### src/rtl/uart_prog_loader_pkg.sv
// Debug-unit constants shared by the UART program loader and its word assembler.
// Holds the default command byte codes, the one-hot loader state encoding and
// the instruction word width.
package uart_prog_loader_pkg;

  localparam int unsigned WORD_W = 32;
  localparam int unsigned BYTE_W = 8;

  // Default command byte codes
  localparam logic [7:0] CMD_LOAD_DEF = 8'h01;
  localparam logic [7:0] CMD_RUN_DEF  = 8'h02;
  localparam logic [7:0] CMD_STEP_DEF = 8'h03;
  localparam logic [7:0] CMD_HALT_DEF = 8'h04;

  // Loader states, one-hot like the receiver FSM
  localparam int unsigned ST_W = 4;
  localparam logic [ST_W-1:0] S_IDLE   = 4'b0001;
  localparam logic [ST_W-1:0] S_LEN_LO = 4'b0010;
  localparam logic [ST_W-1:0] S_LEN_HI = 4'b0100;
  localparam logic [ST_W-1:0] S_DATA   = 4'b1000;

endpackage

### src/rtl/uart_prog_loader_if.sv
// Bundle between the UART receiver / instruction memory / processor control
// and the program loader.
//   rx_done_tick_i, rx_data_i : receiver byte stream (strobe + byte)
//   imem_we_o/addr_o/wdata_o  : instruction memory write port
//   run_o, step_o             : processor run level and single-step pulse
//   busy_o, load_done_o, err_o: loader status
// master = loader side, slave = environment side.
interface uart_prog_loader_if #(
  parameter int unsigned ADDR_W = 10
);
  logic              rx_done_tick_i;
  logic [7:0]        rx_data_i;
  logic              imem_we_o;
  logic [ADDR_W-1:0] imem_addr_o;
  logic [31:0]       imem_wdata_o;
  logic              run_o;
  logic              step_o;
  logic              busy_o;
  logic              load_done_o;
  logic              err_o;

  modport master (
    input  rx_done_tick_i, rx_data_i,
    output imem_we_o, imem_addr_o, imem_wdata_o,
    output run_o, step_o, busy_o, load_done_o, err_o
  );

  modport slave (
    output rx_done_tick_i, rx_data_i,
    input  imem_we_o, imem_addr_o, imem_wdata_o,
    input  run_o, step_o, busy_o, load_done_o, err_o
  );
endinterface

### src/rtl/uart_word_assembler.sv
// Packs a little-endian byte stream into 32-bit words.
//   clock, reset_i : clock and synchronous active-high reset
//   byte_stb_i     : byte_i is valid this cycle
//   byte_i         : incoming byte, first byte lands in bits [7:0]
//   clear_i        : restart at lane 0, discarding any partial word
//   word_o         : last completed word, held between completions
//   word_valid_o   : one-cycle pulse, word_o just updated
//   byte_idx_o     : lane the next byte will fill
module uart_word_assembler
  import uart_prog_loader_pkg::*;
(
  input  logic              clock,
  input  logic              reset_i,
  input  logic              byte_stb_i,
  input  logic [7:0]        byte_i,
  input  logic              clear_i,
  output logic [WORD_W-1:0] word_o,
  output logic              word_valid_o,
  output logic [1:0]        byte_idx_o
);

  logic [23:0]       lanes_q, lanes_d;
  logic [1:0]        idx_q, idx_d;
  logic [WORD_W-1:0] word_q, word_d;
  logic              valid_q, valid_d;

  // Lane fill; the word register only changes on the fourth byte so the
  // output stays stable while the next word is being collected.
  always_comb begin
    lanes_d = lanes_q;
    idx_d   = idx_q;
    word_d  = word_q;
    valid_d = 1'b0;
    if (clear_i) begin
      idx_d = 2'd0;
    end else if (byte_stb_i) begin
      idx_d = idx_q + 2'd1;
      case (idx_q)
        2'd0: lanes_d[7:0]   = byte_i;
        2'd1: lanes_d[15:8]  = byte_i;
        2'd2: lanes_d[23:16] = byte_i;
        default: begin
          word_d  = {byte_i, lanes_q};
          valid_d = 1'b1;
        end
      endcase
    end
  end

  always_ff @(posedge clock) begin
    if (reset_i) begin
      lanes_q <= '0;
      idx_q   <= '0;
      word_q  <= '0;
      valid_q <= 1'b0;
    end else begin
      lanes_q <= lanes_d;
      idx_q   <= idx_d;
      word_q  <= word_d;
      valid_q <= valid_d;
    end
  end

  assign word_o       = word_q;
  assign word_valid_o = valid_q;
  assign byte_idx_o   = idx_q;

endmodule

### src/rtl/uart_prog_loader.sv
// Command sequencer behind the debug UART receiver: decodes one-byte commands,
// loads little-endian program words into instruction memory and drives the
// processor run level / single-step pulse.
//   clock, reset_i : clock and synchronous active-high reset
//   bus            : uart_prog_loader_if master (rx stream in; imem write
//                    port, run/step, busy/load_done/err out)
module uart_prog_loader
  import uart_prog_loader_pkg::*;
#(
  parameter int unsigned ADDR_W         = 10,
  parameter int unsigned TIMEOUT_CYCLES = 2000000,
  parameter logic [7:0]  CMD_LOAD       = CMD_LOAD_DEF,
  parameter logic [7:0]  CMD_RUN        = CMD_RUN_DEF,
  parameter logic [7:0]  CMD_STEP       = CMD_STEP_DEF,
  parameter logic [7:0]  CMD_HALT       = CMD_HALT_DEF
) (
  input  logic              clock,
  input  logic              reset_i,
  uart_prog_loader_if.master bus
);

  localparam int unsigned GAP_W = $clog2(TIMEOUT_CYCLES + 1);

  logic [ST_W-1:0]   state_q, state_d;
  logic              run_q, run_d;
  logic              step_q, step_d;
  logic              done_q, done_d;
  logic              err_q, err_d;
  logic              busy_q, busy_d;
  logic [ADDR_W-1:0] addr_q, addr_d;
  logic [ADDR_W-1:0] imem_addr_q, imem_addr_d;
  logic [7:0]        len_lo_q, len_lo_d;
  logic [15:0]       words_q, words_d;
  logic [GAP_W-1:0]  gap_q, gap_d;

  logic              tick_c;
  logic              asm_stb_c;
  logic              asm_clear_c;
  logic              word_done_c;
  logic              timeout_c;
  logic [WORD_W-1:0] asm_word;
  logic              asm_valid;
  logic [1:0]        asm_idx;

  assign tick_c      = bus.rx_done_tick_i;
  assign asm_stb_c   = tick_c && (state_q == S_DATA);
  assign word_done_c = asm_stb_c && (asm_idx == 2'd3);
  // A tick on the expiring cycle still counts as a byte, not a timeout.
  assign timeout_c   = (state_q != S_IDLE) && !tick_c &&
                       (gap_q == GAP_W'(TIMEOUT_CYCLES - 1));

  uart_word_assembler u_asm (
    .clock        (clock),
    .reset_i      (reset_i),
    .byte_stb_i   (asm_stb_c),
    .byte_i       (bus.rx_data_i),
    .clear_i      (asm_clear_c),
    .word_o       (asm_word),
    .word_valid_o (asm_valid),
    .byte_idx_o   (asm_idx)
  );

  // Next-state and output decode
  always_comb begin
    state_d     = state_q;
    run_d       = run_q;
    step_d      = 1'b0;
    done_d      = 1'b0;
    err_d       = err_q;
    addr_d      = addr_q;
    imem_addr_d = imem_addr_q;
    len_lo_d    = len_lo_q;
    words_d     = words_q;
    asm_clear_c = 1'b0;

    // Gap counter is held at 0 in IDLE, which covers the clear on LEN_LO entry.
    if (state_q == S_IDLE || tick_c) gap_d = '0;
    else                             gap_d = gap_q + GAP_W'(1);

    if (timeout_c) begin
      err_d       = 1'b1;
      state_d     = S_IDLE;
      asm_clear_c = 1'b1;
    end else begin
      case (state_q)
        S_IDLE: begin
          if (tick_c) begin
            case (bus.rx_data_i)
              CMD_LOAD: begin
                run_d   = 1'b0;
                err_d   = 1'b0;
                state_d = S_LEN_LO;
              end
              CMD_RUN: begin
                run_d = 1'b1;
                err_d = 1'b0;
              end
              CMD_STEP: begin
                step_d = !run_q;
                err_d  = 1'b0;
              end
              CMD_HALT: begin
                run_d = 1'b0;
                err_d = 1'b0;
              end
              default: err_d = 1'b1;
            endcase
          end
        end
        S_LEN_LO: begin
          if (tick_c) begin
            len_lo_d = bus.rx_data_i;
            state_d  = S_LEN_HI;
          end
        end
        S_LEN_HI: begin
          if (tick_c) begin
            words_d     = {bus.rx_data_i, len_lo_q};
            addr_d      = '0;
            asm_clear_c = 1'b1;
            if ({bus.rx_data_i, len_lo_q} == 16'd0) begin
              done_d  = 1'b1;
              state_d = S_IDLE;
            end else begin
              state_d = S_DATA;
            end
          end
        end
        S_DATA: begin
          // The write itself is issued by the assembler's registered outputs.
          if (word_done_c) begin
            imem_addr_d = addr_q;
            addr_d      = addr_q + ADDR_W'(1);
            words_d     = words_q - 16'd1;
            if (words_q == 16'd1) begin
              done_d  = 1'b1;
              state_d = S_IDLE;
            end
          end
        end
        default: state_d = S_IDLE;
      endcase
    end

    busy_d = (state_d != S_IDLE);
  end

  always_ff @(posedge clock) begin
    if (reset_i) begin
      state_q     <= S_IDLE;
      run_q       <= 1'b0;
      step_q      <= 1'b0;
      done_q      <= 1'b0;
      err_q       <= 1'b0;
      busy_q      <= 1'b0;
      addr_q      <= '0;
      imem_addr_q <= '0;
      len_lo_q    <= '0;
      words_q     <= '0;
      gap_q       <= '0;
    end else begin
      state_q     <= state_d;
      run_q       <= run_d;
      step_q      <= step_d;
      done_q      <= done_d;
      err_q       <= err_d;
      busy_q      <= busy_d;
      addr_q      <= addr_d;
      imem_addr_q <= imem_addr_d;
      len_lo_q    <= len_lo_d;
      words_q     <= words_d;
      gap_q       <= gap_d;
    end
  end

  assign bus.imem_we_o    = asm_valid;
  assign bus.imem_addr_o  = imem_addr_q;
  assign bus.imem_wdata_o = asm_word;
  assign bus.run_o        = run_q;
  assign bus.step_o       = step_q;
  assign bus.busy_o       = busy_q;
  assign bus.load_done_o  = done_q;
  assign bus.err_o        = err_q;

endmodule

### src/flat_wrapper.sv
// flat-port wrapper written by rule: the top's interface ports become plain ports
module uart_prog_loader_flat import uart_prog_loader_pkg::*;
#(
  parameter int unsigned ADDR_W         = 10,
  parameter int unsigned TIMEOUT_CYCLES = 2000000,
  parameter logic [7:0]  CMD_LOAD       = CMD_LOAD_DEF,
  parameter logic [7:0]  CMD_RUN        = CMD_RUN_DEF,
  parameter logic [7:0]  CMD_STEP       = CMD_STEP_DEF,
  parameter logic [7:0]  CMD_HALT       = CMD_HALT_DEF
)
  (clock, reset_i, bus_rx_done_tick_i, bus_rx_data_i, bus_imem_we_o, bus_imem_addr_o, bus_imem_wdata_o, bus_run_o, bus_step_o, bus_busy_o, bus_load_done_o, bus_err_o);
  uart_prog_loader_if #(.ADDR_W(ADDR_W)) bus_i ();
  input  logic clock;
  input  logic reset_i;
  input wire logic [$bits(bus_i.rx_done_tick_i)-1:0] bus_rx_done_tick_i;
  input wire logic [$bits(bus_i.rx_data_i)-1:0] bus_rx_data_i;
  output wire logic [$bits(bus_i.imem_we_o)-1:0] bus_imem_we_o;
  output wire logic [$bits(bus_i.imem_addr_o)-1:0] bus_imem_addr_o;
  output wire logic [$bits(bus_i.imem_wdata_o)-1:0] bus_imem_wdata_o;
  output wire logic [$bits(bus_i.run_o)-1:0] bus_run_o;
  output wire logic [$bits(bus_i.step_o)-1:0] bus_step_o;
  output wire logic [$bits(bus_i.busy_o)-1:0] bus_busy_o;
  output wire logic [$bits(bus_i.load_done_o)-1:0] bus_load_done_o;
  output wire logic [$bits(bus_i.err_o)-1:0] bus_err_o;
  assign bus_i.rx_done_tick_i = bus_rx_done_tick_i;
  assign bus_i.rx_data_i = bus_rx_data_i;
  assign bus_imem_we_o = bus_i.imem_we_o;
  assign bus_imem_addr_o = bus_i.imem_addr_o;
  assign bus_imem_wdata_o = bus_i.imem_wdata_o;
  assign bus_run_o = bus_i.run_o;
  assign bus_step_o = bus_i.step_o;
  assign bus_busy_o = bus_i.busy_o;
  assign bus_load_done_o = bus_i.load_done_o;
  assign bus_err_o = bus_i.err_o;
  uart_prog_loader #(.ADDR_W(ADDR_W), .TIMEOUT_CYCLES(TIMEOUT_CYCLES), .CMD_LOAD(CMD_LOAD), .CMD_RUN(CMD_RUN), .CMD_STEP(CMD_STEP), .CMD_HALT(CMD_HALT)) u_core (.clock(clock), .reset_i(reset_i), .bus(bus_i));
endmodule
### config.mk
export PLATFORM = sky130hd
export DESIGN_NAME = uart_prog_loader_flat
export DESIGN_NICKNAME = d
export VERILOG_FILES = /design/src/rtl/uart_prog_loader_pkg.sv /design/src/rtl/uart_prog_loader_if.sv /design/src/rtl/uart_word_assembler.sv /design/src/rtl/uart_prog_loader.sv /design/src/flat_wrapper.sv
export SDC_FILE = /design/constraint.sdc
export NUM_CORES = 1
export LEC_CHECK = 0
export ABC_AREA = 1
export CAP_MARGIN = 20
export CELL_PAD_IN_SITES_DETAIL_PLACEMENT = 0
export CELL_PAD_IN_SITES_GLOBAL_PLACEMENT = 1
export CORE_UTILIZATION = 40
export CTS_CLUSTER_DIAMETER = 50
export DETAILED_ROUTE_END_ITERATION = 8
export GPL_ROUTABILITY_DRIVEN = 0
export PLACE_DENSITY_LB_ADDON = 0.1
export SETUP_SLACK_MARGIN = 0.4
export SLEW_MARGIN = 10
export SYNTH_ARGS = -nofsm -noshare
export SYNTH_HDL_FRONTEND = slang
export SYNTH_SLANG_ARGS = --single-unit
### constraint.sdc
create_clock -name clock -period 2.3 [get_ports clock]
set_clock_uncertainty 0.2 [all_clocks]
set_input_delay 0.345 -clock clock [delete_from_list [all_inputs] [get_ports clock]]
set_output_delay 0.345 -clock clock [all_outputs]
set_load 0.01 [all_outputs]
==> flow_metrics.tcl <==
set metrics [dict create \
    status "completed" \
    vias_per_cell 4.98 \
    synth_nets 870 \
    tritoncts "built" \
    r2r_cells 8 \
    multi_input_area_sq_um 3000 \
    finalMaxSlewViolations 0 \
    clock_latency_ps 420 \
    netlist_area_sq_um 6230 \
    io_buffers 58 \
    die-area_sq_um 16100 \
    cp-start-kind "flop" \
    seq_area_sq_um 2670 \
    yosys.area.top_type_share 0.427 \
    grt_max_degree 67 \
    hp-start "reset_i" \
    ant_nets 0 \
    crit_buf_inv 1 \
    hold_path_depth 4 \
    whs_ps 256 \
    synth_most_common_cell "nand2_1" \
    grt-ovfl-total 0 \
    max-cap-violations 0 \
    final_cell_area_sq_um 7730 \
    critPathSlowestCell "clkdlybuf4s50_1" \
    synth_warnings 0 \
    cp_top_family "buffers and inverters" \
    io_pins 59 \
    worstReg2RegStart "u_core.gap_q[1]$_SDFF_PP0_" \
    grt_use_met2 0.331 \
    critical_path_depth 1 \
    yosys-top-cells-area "dfxtp_1, nand2_1, nor2_1" \
    slew_headroom 0.412 \
    finalCritPeriodShare 0.803 \
    fmaxAchievable_ghz 0.542 \
    tightest_slew_ps 882 \
    required_ps 1750 \
    path_clk_slew_ps 60 \
    critPathMaxFanout 2 \
    drt_iter0_markers 349 \
    drive_gt1_frac 0.132 \
    wl_mm 15.6 \
    ys_dominant_reg_cell "dfxtp_1" \
    finalHoldViolCount 0 \
    slowest_delay_ps 540 \
    std_cell_rows 45 \
    grt_pass1_wl_mm 25.5 \
    ir_drop_mv 0.448 \
    finalSetupViolCount 0 \
    cts_sinks 133 \
    nets 937 \
    synth_area_per_cell_sq_um 7.33 \
    path_class "flop to output port" \
    synth_cell_types 36 \
    p_leak_nw 2.98 \
    start_util 0.410 \
    netlist_instances 850 \
    die-width_um 127 \
    crit_chain "clkdlybuf4s50_1" \
    cp.arrival_ps 1300 \
    n_antenna_cell 0 \
    grt_util_met1 0.264 \
    route.vias.total 5569 \
    rsz0062_at_grt "true" \
    grt_usage 0.202 \
    clk_path_buf_depth 2 \
    n_fill_cell 1512 \
    yosys.area.top_type "dfxtp_1" \
    cts_buffers 17 \
    hold_buffers 0 \
    placed_area_sq_um 7020 \
    netlist_top_cells_count "nand2_1, nor2_1, dfxtp_1, inv_1, a21oi_1" \
    async_flop_share 0 \
    die-height_um 127 \
    min_period_ps 1850 \
    first_global_vias 5317 \
    wl_per_cell_um 13.9 \
    p_per_area_nw_per_um2 656 \
    yosysSeqAreaShare 0.427 \
    grt_use_met3 0.0515 \
    drc 0 \
    firstDrtPassIters 5 \
    synth_enable_flop_cells 0 \
    core_sq_um 15200 \
    hp-class "primary input to flop" \
    ys_ff_latch 133 \
    place_hpwl_mm 10.7 \
    area_growth_pct 24.1 \
    antenna_found_initial 0 \
    clockRootBuffer "clkbuf_16" \
    setup.worst_path.start "u_core.u_asm.word_o[20]$_SDFFE_PP0P_" \
    gr-max-usage-layer "met2" \
    critPathCaptureType "output port" \
    h-tree-depth 4 \
]
sequential cells by signal (all words and copies together) (netlist names), 2 cells and up:
signal and flops:
u_core.state_q 4, u_core.bus.imem_addr_o 10, u_core.words_q 16, u_core.len_lo_q 8, u_core.u_asm.byte_idx_o 2, u_core.u_asm.word_o 32, u_core.gap_q 21, u_core.addr_q 10
u_core.u_asm.lanes_q 24
where the power goes:
group	total [mW]	leakage [nW]	switching [mW]	internal [mW]
Combinational	0.130	1.62	0.0902	0.0400
Sequential	2.31	1.07	0.00136	2.30
Clock	2.63	0.283	1.03	1.61
logic make-up after synthesis:
| logic type | count (synthesis) | share of synthesized area |
|---|---|---|
| AOI/OAI and AO/OA | 155 | 0.167 |
| xor gates and xnor gates | 11 | 0.0155 |
| adders and majority gates | 9 | 0.0181 |
| buffers and inverters | 157 | 0.106 |
| DFF | 133 | 0.427 |
| and+or+nand+nor | 385 | 0.267 |
layout by cell type, fill, tap and decap left out, types with 8 or more instances in the layout:
cell             synthesis  layout
a211oi_2                29      29
buf_4                    1      22
nand2_1                143     138
a21oi_1                 63      63
nor2_2                   9      11
nor3_1                  12      11
nand4_1                 15      15
a211oi_1                13      13
clkbuf_16                0      17
o21ai_0                 41      41
nand3_1                 51      49
dfxtp_1                133     132
nor2_1                 136     131
xor2_1                   8       8
nand2_2                  5       8
clkdlybuf4s50_1          0      52
inv_1                  118     118
ha_1                     9       8
through the flow:
stage / util / total power [mW] / cells / worst slack [ps] / setup TNS (ps)
CTS: 0.502 / 5.14 / 1115 / 406 / 0
global route: 0.508 / 5.27 / 1118 / 395 / 0
global placement: 0.461 / 2.49 / 1082 / 25.7 / 0
finish: 0.508 / 5.07 / 1118 / 453 / 0
detailed placement: 0.461 / 2.49 / 1082 / -12.5 / -12.5
floorplan: - / 2.42 / 850 / 629 / 0
final timing paths:
kind	to	slack, ps
worst min-delay path	u_core.words_q[11]$_SDFFE_PP0P_	260
worst max-delay path	bus_imem_wdata_o[20]	450
worst min register to register	u_core.u_asm.word_o[12]$_SDFFE_PP0P_	260
worst max register to register	u_core.gap_q[18]$_SDFF_PP0_	510
layer usage:
layer | share of wire | routed length (um)
met5 | 0 | 0
met4 | 0.0091 | 142
met3 | 0.037 | 572
met2 | 0.47 | 7270
met1 | 0.49 | 7590
timing repair:
action,4_1_cts,5_1_grt
hold endpoints to repair,0,0
setup endpoints to repair,16,72
pin swaps,1,5
resized for setup,7,22
cloned,0,1
setup buffers,1,2
area by class of cell:
cell class                 count  area share
inverter                     121      0.0588
sequential                   133       0.345
tap                          188      0.0304
timing repair buffer          83       0.102
multi-input combinational    561       0.388
clock buffer                  22      0.0626
clock inverter                10      0.0123
(Power assumes the default switching activity.)
